===== config.mk =====
export PLATFORM = sky130hd
export DESIGN_NAME = rx_fifo_stage
export DESIGN_NICKNAME = d
export VERILOG_FILES = /design/src/rtl/rx_fifo_stage.sv
export SDC_FILE = /design/constraint.sdc
export NUM_CORES = 1
export LEC_CHECK = 0
export ABC_AREA = 1
export CAP_MARGIN = 20
export CORE_MARGIN = 3
export CORE_UTILIZATION = 59
export DETAILED_ROUTE_END_ITERATION = 10
export PLACE_DENSITY_LB_ADDON = 0.05
export SKIP_CTS_REPAIR_TIMING = 1
export SLEW_MARGIN = 20
export SYNTH_ARGS = -nofsm -noshare
export SYNTH_HDL_FRONTEND = slang
export SYNTH_SLANG_ARGS = --single-unit

===== constraint.sdc =====
create_clock -name clk_i -period 3 [get_ports clk_i]
set_clock_uncertainty 0.2 [all_clocks]
set_input_delay 0.45 -clock clk_i [delete_from_list [all_inputs] [get_ports clk_i]]
set_output_delay 0.45 -clock clk_i [all_outputs]
set_load 0.1 [all_outputs]

===== src/rtl/rx_fifo_stage.sv =====
// rx_fifo_stage: first-word fall-through byte FIFO between the 8N1 Rx unit and the host.
// Build option RX_FIFO_THRESH_EN: irq_o fires on a programmable fill level instead of non-empty.
module rx_fifo_stage #(
    parameter int DEPTH_LOG2 = 4
) (
    input  logic                  clk_i,
    input  logic                  reset_n_i,
    input  logic                  rxav_i,
    input  logic [7:0]            rxdata_i,
    output logic                  rxread_o,
    input  logic                  rd_i,
    output logic [7:0]            data_o,
    output logic                  empty_o,
    output logic                  full_o,
    output logic [DEPTH_LOG2:0]   count_o,
    output logic                  overrun_o,
    input  logic                  clr_ovr_i,
    input  logic [DEPTH_LOG2:0]   thresh_i,
    output logic                  irq_o
);
    localparam int DEPTH = 2 ** DEPTH_LOG2;
    localparam logic [DEPTH_LOG2:0] FULL_CNT = (DEPTH_LOG2 + 1)'(DEPTH);

    logic [7:0]            mem_q [DEPTH];
    logic [DEPTH_LOG2-1:0] wr_ptr_q, wr_ptr_d;
    logic [DEPTH_LOG2-1:0] rd_ptr_q, rd_ptr_d;
    logic [DEPTH_LOG2:0]   count_q, count_d;
    logic                  ovr_q, ovr_d;
    logic                  irq_q, irq_d;
    logic                  push, pop, drop;

    // Every presented byte is acknowledged at once, whether it is stored or dropped.
    assign rxread_o = rxav_i;

    assign empty_o = (count_q == '0);
    assign full_o  = (count_q == FULL_CNT);

    // A pop frees a slot in the same cycle, so a full FIFO can still accept a byte.
    assign pop  = rd_i & ~empty_o;
    assign push = rxav_i & (~full_o | pop);
    assign drop = rxav_i & ~push;

    always_comb begin
        wr_ptr_d = wr_ptr_q;
        rd_ptr_d = rd_ptr_q;
        count_d  = count_q;
        if (push) begin
            wr_ptr_d = wr_ptr_q + 1'b1;
        end
        if (pop) begin
            rd_ptr_d = rd_ptr_q + 1'b1;
        end
        if (push && !pop) begin
            count_d = count_q + 1'b1;
        end else if (pop && !push) begin
            count_d = count_q - 1'b1;
        end
        // A drop in the same cycle as a clear keeps the flag set.
        ovr_d = drop | (ovr_q & ~clr_ovr_i);
    end

`ifdef RX_FIFO_THRESH_EN
    logic [DEPTH_LOG2:0] thresh_eff;
    assign thresh_eff = (thresh_i == '0) ? (DEPTH_LOG2 + 1)'(1) : thresh_i;
    assign irq_d      = (count_d >= thresh_eff) | ovr_d;
`else
    logic unused_thresh;
    assign unused_thresh = ^thresh_i;
    assign irq_d         = (count_d != '0) | ovr_d;
`endif

    always_ff @(posedge clk_i or negedge reset_n_i) begin
        if (!reset_n_i) begin
            wr_ptr_q <= '0;
            rd_ptr_q <= '0;
            count_q  <= '0;
            ovr_q    <= 1'b0;
            irq_q    <= 1'b0;
        end else begin
            wr_ptr_q <= wr_ptr_d;
            rd_ptr_q <= rd_ptr_d;
            count_q  <= count_d;
            ovr_q    <= ovr_d;
            irq_q    <= irq_d;
        end
    end

    // Storage is deliberately not reset; count gating keeps stale entries invisible.
    always_ff @(posedge clk_i) begin
        if (push) begin
            mem_q[wr_ptr_q] <= rxdata_i;
        end
    end

    assign data_o    = empty_o ? 8'h00 : mem_q[rd_ptr_q];
    assign count_o   = count_q;
    assign overrun_o = ovr_q;
    assign irq_o     = irq_q;

endmodule


# --- Word level (Yosys, flattened, before mapping) ---
# Memories as Yosys holds them, arrays and structs flattened.
# Index checks and enable logic that the tools add are counted.
classes:
  muxes: 5
  add_sub_neg: 4
  reduce_logical: 6
  n_eq_ne: 1
  n_bitwise: 11
op_table:
  columns: ["op", "count"]
  rows:
  - ["$mux W5", 2]
  - ["$add A4 B1 Y4 const B", 2]
  - ["$mux W8", 1]
  - ["$add A5 B1 Y5 const B", 1]
  - ["$eq A5 B5 Y1 const B", 1]
  - ["$logic_not A5 Y1", 1]
  - ["$reduce_bool A5 Y1", 1]
  - ["$sub A5 B1 Y5 const B", 1]
  - ["$and A1 B1 Y1", 4]
  - ["$not A1 Y1", 4]
  - ["$or A1 B1 Y1", 3]
  - ["$logic_and A1 B1 Y1", 2]
  - ["$logic_not A1 Y1", 2]
  - ["$mux W1", 2]
word_totals:
  memories: 1
  input_bits: 18
  elab_cells: 33
  reg_bits: 15
  ramBits: 128
  out_inout_bits: 18
mem_list:
  columns: ["name", "words", "width", "rd", "rd_clocked_by_memory_dff", "wr", "line", "text"]
  rows:
  - ["mem_q", 16, 8, 1, 0, 1, "24", "logic [7:0] mem_q [DEPTH];"]

# --- Longest topological paths before layout ---
depth:
  ltp_word: 11
  mapped_depth: 11
  mapped_depth_nobuf: 11

# --- Least setup slack after synthesis ---
# No wires, ideal clock.
synth_timing:
  path_kind: "flip-flop to output port"
  start: "register count_q[0] (netlist: count_o[0])"
  end: "output port data_o[0]"
  path_buffers: 0
  setup_slack_ns: -1.807
  arrival_ns: 4.157
  t_required_ns: 2.350
  stages_incl_launch_ff: 6
  cell_sequence: "dfrtp_1 -> inv_1 -> ha_1 -> nand3_4 -> clkinv_1 -> a21oi_1"
synth_between:
  elab_chain_len: 2
synth_lines:
  columns: ["element", "line", "text"]
  rows:
  - ["start, declared", "27", "logic [DEPTH_LOG2:0] count_q, count_d;"]
  - ["start signal, assigned", "82", "count_q <= count_d;"]
  - ["$logic_not A5 Y1", "35", "assign empty_o = (count_q == '0);"]
  - ["via empty_o", "13", "output logic empty_o,"]
  - ["$mux W8", "95", "assign data_o = empty_o ? 8'h00 : mem_q[rd_ptr_q];"]
  - ["end, declared", "12", "output logic [7:0] data_o,"]
# The timed path passes the listed nets, and every way through them passes these cells.

# --- Worst setup path in the final report ---
layout_timing:
  start: "register rd_ptr_q[0]"
  end: "output port data_o[0]"
layout_between:
  elab_chain_len: 2
layout_lines:
  columns: ["element", "line", "text"]
  rows:
  - ["start, declared", "26", "logic [DEPTH_LOG2-1:0] rd_ptr_q, rd_ptr_d;"]
  - ["start signal, assigned", "81", "rd_ptr_q <= rd_ptr_d;"]
  - ["$mem_v2 Z16 W8", null, null]
  - ["$mux W8", "95", null]
# No other way between the ends.

==> results by group <==
Worst setup path
  • R2r setup slk: ~0.76 ns
  • Number of cells on the worst reg-to-reg path: 10
  • Setup crit start kind: flip-flop
  • Crit path max fanout: 12
  • Critical Path End Type: output pin
  • Critical path arrival: 2.31 ns
  • Reg-to-reg critical path startpoint: count_o[0]
  • CP max-delay cell: dfrtp_4
  • Crit path kind: flip-flop to output pin
  • Crit path cell chain: inv_8, clkbuf_16, o21ai_0, o221ai_2, nand3_1, a21oi_4, buf_12
  • CP Data Required Time: between 2 and 2.5 ns
  • Reg2reg end: mem_q[12][1]
  • CP peak stage delay: approximately 0.56 ns

CTS
  • CTS tree: done
  • Clock Sinks: ~140
  • Bufs on Longest Clock Path: 2
  • Clock insertion delay at the later pin of the skew report: about 0.52 ns
  • Clock-pin slew on the worst setup and hold paths: 0.06 ns
  • CTS Buf Count: 17
  • Htree depth: 4
  • Clk root buf: clkbuf_8

Timing
  • Fmax: between 0.3 and 0.4 GHz
  • Slew @ Worst Pin: around 0.8 ns
  • WHS: about 0.18 ns
  • Max Slew Vio Count: 0
  • Relative slew slack: between 40% and 50%
  • Final TNS setup: 0 ns
  • Final number of hold-violating endpoints: 0
  • Tmin final: about 3.0 ns
  • Final setup violating endpoints: 0
  • RSZ-0062 raised after global routing: yes
  • Tcrit/Tclk final: a little over nine tenths

Detailed routing
  • Detailed Route Iter0 Violations: around 400
  • First drt pass iteration count: 5
  • Vias per cell: about 5.9
  • Wirelength per Cell: 20.8 um
  • Remaining antenna violation count: 0
  • DRC viols: 0
  • Vias: 4197
  • WL final: between 10000 and 15000 um

Placed design
  • Post-DP HPWL: roughly 8800 um
  • Number of port buffers: 30
  • GPL Wtd Cong: between 0.8 and 0.9

Yosys
  • Xor-xnor portion of the synthesized cell area: 1.29%
  • Fraction of synthesized area in multiplexers: 0%
  • Simple-gate share of the synthesized area: approximately 15%
  • Mapped cell area: approximately 0.0061 mm2
  • Largest family of logic cells by synthesized area: simple AND/OR/NAND/NOR gates
  • Seq/Total Area, Yosys: 69.3%
  • YS warnings: 0
  • Cell variety after synth: 30
  • Synthesized flop and latch total: about 140
  • Post-Synthesis Cells: ~510
  • Post-Syn Nets: 536
  • Post-Synth Adder-Cell Area: 1.44%
  • Syn avg cell area: ~12 um2
  • Compound-gate portion of the synthesized area: a little under a tenth

Cells and area
  • Final core utilization: between 70% and 80%
  • ANT cells: 0
  • Layout cell share with drive strength beyond 1: about a fifth
  • Net count reported at finish: 591
  • Layout area overhead: 24.1%

Floorplanning
  • Starting Density: approximately three fifths
  • Placeable core area: slightly below 0.01 mm2
  • Die area: around 0.012 mm2
  • Row count: 36
  • Width of the die: about 110 um
  • Die Y: between 100 and 150 um
  • I/O pins: 36

Run
  • Max-Cap Viols: 0

Global route
  • Grt ovf: 0
  • GRT Total Usage: 26.9%
  • Pin count of the biggest net entering global routing: 35
  • Vias in the first global route: around 4000
  • Antenna violations before repair: 0
  • First-pass GRT wire length: 22500 um

Outcome
  • Outcome: finished, final reports clean

Min path
  • Worst hold path class: input pin to async pin
area by class of cell:
type | count | area, um2
inverters | 27 | 119
repair buffers | 62 | 697
well taps | 133 | 166
fillers | 636 | 2350
multi-input cells | 315 | 1750
clock inverters | 13 | 170
clock buffers | 19 | 422
flip-flops and latches | 143 | 4230
synthesized netlist by cell type (all sizes together):
cell type / count / area share, %
a21oi: 24 / 2.0
a31oi: 1 / 0.10
a41oi: 1 / 0.14
buf: 19 / 2.1
clkbuf: 7 / 0.43
clkinv: 1 / 0.062
dfrtp: 15 / 6.2
edfxtp: 128 / 63
ha: 7 / 1.4
inv: 26 / 1.6
nand2: 88 / 5.6
nand3: 35 / 3.5
nand4: 5 / 0.62
nor2: 77 / 5.1
o211ai: 9 / 1.1
o21ai: 42 / 3.5
o221ai: 8 / 1.2
o31ai: 9 / 1.1
xor2: 9 / 1.3
sequential cells by signal, indices dropped and copies added (netlist names):
signal and count:
irq_o 1, mem_q 128, count_o 5, rd_ptr_q 4, overrun_o 1, wr_ptr_q 4
critical path, delay by kind of cell (launching register included):
family,cells,cell delay (ns)
AOI/OAI and AO/OA,3,0.56
and+or+nand+nor,1,0.18
buffers and inverters,3,0.49
DFF,1,0.56
per-layer routing:
metal / wire length [um] / vias up / track usage (%)
met5: 0 / - / 0
li1: - / 1927 / -
met1: 5950 / 2066 / 36.8
met2: 7350 / 179 / 42.8
met4: 350 / 0 / 10.0
met3: 1160 / 25 / 5.58
how the worst max path moves through the flow:
stage               depth (start not counted)         from  slack [ns]         to
floorplan                                   5   count_o[0]        0.12  data_o[0]
global placement                            8  rd_ptr_q[0]        0.42  data_o[1]
detailed placement                          8  rd_ptr_q[0]        0.40  data_o[1]
CTS                                         6  rd_ptr_q[0]       -0.23  data_o[0]
global route                                6  rd_ptr_q[0]       -0.04  data_o[6]
finish                                      7  rd_ptr_q[0]        0.04  data_o[0]
cells in the final DEF, fill, tap and decap left out, types with 7 or more instances in the layout:
master           Yosys  routed
clkdlybuf4s50_1      0      12
buf_12               0      12
a21oi_1             24      11
inv_1               21      21
clkbuf_16            0      18
o21ai_1              8       8
o31ai_1              9       7
nand2_1             86      82
o21ai_0             34      34
ha_1                 7       7
a21oi_4              0       8
edfxtp_1           128     128
nor2_1              75      75
buf_4                6      32
dfrtp_1             15      10
nand3_1             31      31
xor2_1               9       9
o211ai_1             9       9
per-stage QoR:
step / worst slack [ns] / instance area (um2) / instances
global placement: 0.424 / 6760 / 673
finish: 0.0416 / 7560 / 712
floorplan: 0.117 / 6190 / 511
detailed placement: 0.401 / 6760 / 673
global route: -0.0422 / 7560 / 712
CTS: -0.229 / 7350 / 705
kinds of logic (layout without fill, tap and decap cells):
| logic type | count (synthesis) | count (layout) |
|---|---|---|
| buffers and inverters | 53 | 121 |
| adders and majority gates | 7 | 7 |
| and+or+nand+nor | 205 | 205 |
| DFF | 143 | 143 |
| AOI/OAI and AO/OA | 94 | 94 |
| xor gates and xnor gates | 9 | 9 |
Power is left out: the tool's default activity adds up to more than one toggle a clock period on the data nets, which glitch-free logic cannot reach.
==> edit 1 (same flow settings) <==
Change the parameter `DEPTH_LOG2` from 4 to 3.
--- a/src/rtl/rx_fifo_stage.sv
+++ b/src/rtl/rx_fifo_stage.sv
@@ -2,5 +2,5 @@
 // Build option RX_FIFO_THRESH_EN: irq_o fires on a programmable fill level instead of non-empty.
 module rx_fifo_stage #(
-    parameter int DEPTH_LOG2 = 4
+    parameter int DEPTH_LOG2 = 3
 ) (
     input  logic                  clk_i,
Interface: changed (resized count_o and thresh_i); port bits go from 36 to 34. No check against the original RTL was run, so the function may have changed too.
==> edit 1 against the unedited design <==
Sequential share of layout area fell by 0.65 points. Setup slack improved by 0.20 ns. Sequential cell count fell by 67. Final area fell by 47%. First-iteration DRC count fell by 61%. Routed wire length fell by 57%. Count of clock-buffer cells in the layout fell by 10. Area after synthesis fell by 45%. Critical path type unchanged. Highest routed layer unchanged.
Power is left out: the tool's default activity adds up to more than one toggle a clock period on the data nets, which glitch-free logic cannot reach.
==> edit 1: results (changes against the unedited design) <==
| Metric | Value |
|---|---|
| CP Data Arrival Time | `2.11 ns (was 2.31 ns)` |
| Nets@finish | `352 (was 591)` |
| Number of synthesized flops with an enable pin | `64 (was 128)` |
| Flop2flop setup slack | `0.68 ns (was 0.76 ns)` |
| Starting DRT DRC Count | `153 (was 392)` |
| Worst-path fanout max | `16 (was 12)` |
| Post-synth ARST share | `15.79% (was 10.49%)` |
| Synth Net Count | `316 (was 536)` |
| RePlAce Congestion | `0.7900 (was 0.8598)` |
| Ranking of synthesized cells by area | `edfxtp_1, dfrtp_1, nor2_1, nand2_1, o21ai_0 (was edfxtp_1, dfrtp_1, nand2_1, nor2_1, o21ai_0)` |
| Worst-Skew Late Latency | `0.35 ns (was 0.52 ns)` |
| Worst Setup EP | `data_o[6] (was data_o[0])` |
| Htree depth | `3 (was 4)` |
| RR Endpoint | `mem_q[0][0]$_DFFE_PP_ (was mem_q[12][1]$_DFFE_PP_)` |
| Setup crit start | `rd_ptr_q[0]$_DFFE_PN0N_ (unchanged)` |
| Slew headroom | `63.18% (was 47.69%)` |
| DR pass1 iterations | `4 (was 5)` |
| CTS Buf Count | `9 (was 17)` |
| Vias in the first global route | `2,030 (was 3,991)` |
| Sequential fraction of the synthesis area | `66.69% (was 69.30%)` |
| # port buffers | `29 (was 30)` |
| R2R cell count | `6 (was 10)` |
| WL final | `6361 µm (was 14,810 µm)` |
| Synth unique cells | `25 (was 30)` |
| Hpwl dp | `4331 µm (was 8754 µm)` |
| Worst-path clk slew | `0.08 ns (was 0.06 ns)` |
| DR vias/cell | `5.399 (was 5.895)` |
| Outcome | `completed (unchanged)` |
| GRT Overall Usage | `21.97% (was 26.87%)` |
| First-pass GRT wire length | `10,290 µm (was 22,470 µm)` |
-- edit 1: per-layer routing --
metal / wire (µm) / GRT usage, %
met1: 2926 / 30.38
met2: 3028 / 34.32
met3: 338 / 4.656
met4: 68 / 8.615
met5: 0 / 0
-- edit 1: logic make-up after synthesis --
kind of cell	synth area share [%]
and+or+nand+nor	16.67
DFF	66.69
AOI/OAI and AO/OA	8.412
buffers and inverters	5.069
xor gates and xnor gates	1.314
adders and majority gates	1.502
muxes	0.3379
-- edit 1: worst min-delay path by stage --
stage / slack (ns) / endpoint / startpoint / cells past startpoint
2_1_floorplan: -0.05 / count_o[0]$_DFF_PN0_ / reset_n_i / 0
3_3_place_gp: 0.32 / wr_ptr_q[0]$_DFFE_PN0P_ / wr_ptr_q[0]$_DFFE_PN0P_ / 2
3_5_place_dp: 0.33 / overrun_o$_DFF_PN0_ / overrun_o$_DFF_PN0_ / 2
4_1_cts: 0.26 / wr_ptr_q[2]$_DFFE_PN0P_ / reset_n_i / 1
5_1_grt: 0.30 / wr_ptr_q[2]$_DFFE_PN0P_ / reset_n_i / 1
6_report: 0.25 / wr_ptr_q[2]$_DFFE_PN0P_ / reset_n_i / 1
-- edit 1: layout make-up --
cell class,count,share of cell area (%)
timing repair buffer,38,10.33
sequential,76,55.31
clock inverter,7,2.459
multi-input combinational,188,24.90
tap,70,2.179
clock buffer,9,3.081
inverter,18,1.743
-- edit 1: stage by stage --
| stage | cell area (µm²) | cells | utilization, % | worst slack (ns) |
|---|---|---|---|---|
| 2_1_floorplan | 3393 | 295 | - | 0.01249 |
| 3_3_place_gp | 3795 | 390 | 72.01 | 0.4614 |
| 3_5_place_dp | 3795 | 390 | 72.01 | 0.5027 |
| 4_1_cts | 4018 | 406 | 76.23 | 0.06447 |
| 5_1_grt | 4020 | 406 | 76.28 | 0.08985 |
| 6_report | 4020 | 406 | 76.28 | 0.2411 |
-- edit 1: worst max-delay path: stages (launching register included) --
cell	delay (ns)
dfrtp_1	0.60
buf_4	0.30
nor2_1	0.08
o32ai_1	0.31
nor2_1	0.14
nor2_4	0.14
buf_12	0.18
==> edit 2 (config.mk and constraints unchanged) <==
Without the edit above. The output `irq_o` loses its register stage (`irq_q` becomes a continuous assignment).
--- a/src/rtl/rx_fifo_stage.sv
+++ b/src/rtl/rx_fifo_stage.sv
@@ -76,5 +76,4 @@
             count_q  <= '0;
             ovr_q    <= 1'b0;
-            irq_q    <= 1'b0;
         end else begin
             wr_ptr_q <= wr_ptr_d;
@@ -82,7 +81,8 @@
             count_q  <= count_d;
             ovr_q    <= ovr_d;
-            irq_q    <= irq_d;
         end
     end
+
+    assign irq_q = irq_d;
 
     // Storage is deliberately not reset; count gating keeps stale entries invisible.
Function: changed (Yosys sat finds a counterexample within 4 cycles, from zero or initial values and one cycle with reset_n_i low).
==> edit 2 against the unedited design <==
Worst hold slack worse by 0.025 ns. Die area decreased by 0.39%. Routed wire length shrank 10%. Cell count shrank 1.3%. Setup slack improved by 0.0020 ns. Sequential cell count decreased by 1. Sequential share of layout area rose by 0.72 points. Area after synthesis decreased by 0.41%. Final area down 1.9%. Critical path type unchanged. Largest cell class unchanged.
Power is not shown: default switching activity piles up to over one toggle a cycle in this logic, so the estimate is an artifact.
==> edit 2: results (changes against the unedited design) <==
| Metric | Value |
|---|---|
| WL final | `13,330 µm (was 14,810 µm)` |
| Outcome | `completed (unchanged)` |
| Slowest stage delay, CP | `0.50 ns (was 0.56 ns)` |
| Synth Area in Compound Gates | `9.080% (was 9.042%)` |
| Clock Path Buffers | `2 (unchanged)` |
| Starting DRT DRC Count | `267 (was 392)` |
| Ranking of synthesized cells by area | `edfxtp_1, dfrtp_1, nand2_1, nor2_1, o21ai_0 (unchanged)` |
| DR vias/cell | `5.788 (was 5.895)` |
| Fin crit share | `98.55% (was 98.61%)` |
| Syn_area_per_cell | `11.89 µm² (was 11.91 µm²)` |
| Share of cells above drive strength 1 | `19.30% (was 20.55%)` |
| CP max-delay cell | `o31ai_1 (was dfrtp_4)` |
| Post-synth ARST share | `9.859% (was 10.49%)` |
| First-pass GRT wire length | `20,640 µm (was 22,470 µm)` |
| Worst-Skew Late Latency | `0.51 ns` |
| # port buffers | `30 (unchanged)` |
| Largest delay contributor family on the critical path | `compound AO/OA/AOI/OAI gates (was flip-flops)` |
| Adder-Cell Fraction of Synth Area | `1.444% (was 1.439%)` |
| GRT Overall Usage | `24.28% (was 26.87%)` |
| Synth Net Count | `535 (was 536)` |
| Hpwl dp | `8135 µm (was 8754 µm)` |
| Mux share of post-synthesis cell area | `0% (unchanged)` |
| Worst slew pin tran | `0.6978 ns (was 0.7822 ns)` |
| Placed Instances | `670 (was 673)` |
| Flop2flop setup slack | `0.90 ns (was 0.76 ns)` |
| Minimum hold slack | `0.1567 ns (was 0.1817 ns)` |
| RR Endpoint | `mem_q[14][1]$_DFFE_PP_ (was mem_q[12][1]$_DFFE_PP_)` |
| Vias in the first global route | `3,984 (was 3,991)` |
| Worst Setup EP | `data_o[6] (was data_o[0])` |
| Worst-path fanout max | `47 (was 12)` |
| Worst slack, placed | `0.2635 ns (was 0.4014 ns)` |
| Nets@finish | `582 (was 591)` |
| Post-DP Area | `0.006754 mm² (was 0.006756 mm²)` |
| Largest net degree at the start of global routing | `48 (was 35)` |
| Vias | `4,069 (was 4,197)` |
| Synth Area in XOR/XNOR | `1.300% (was 1.295%)` |
| Worst-path clk slew | `0.06 ns (about the same)` |
| RePlAce Congestion | `0.8485 (was 0.8598)` |
| Sequential fraction of the synthesis area | `69.17% (was 69.30%)` |
-- edit 2: changes by cell type after synthesis, sizes merged --
cell   unedited run  this run
dfrtp            15        14
-- edit 2: area by class of cell --
class / instances / area (µm²)
clock buffer: 18 / 417.9
fill: 623 / 2451
multi-input combinational: 315 / 1755
timing repair buffer: 54 / 610.6
clock inverter: 14 / 142.6
inverter: 27 / 118.9
sequential: 142 / 4202
tap: 133 / 166.4
-- edit 2: metal layers --
| metal | GRT usage [%] | routed length, µm |
|---|---|---|
| met1 | 33.15 | 5460 |
| met2 | 38.34 | 6555 |
| met3 | 5.579 | 1013 |
| met4 | 9.378 | 302 |
| met5 | 0 | 0 |
-- edit 2: worst reg2reg max path: stages (launching register included) --
cell     delay [ns]
dfrtp_2        0.41
inv_2          0.08
ha_4           0.19
nand3_2        0.11
inv_2          0.05
nand2_1        0.07
nand2_2        0.09
inv_2          0.12
nand2_1        0.13
nor2_1         0.14
buf_4          0.21
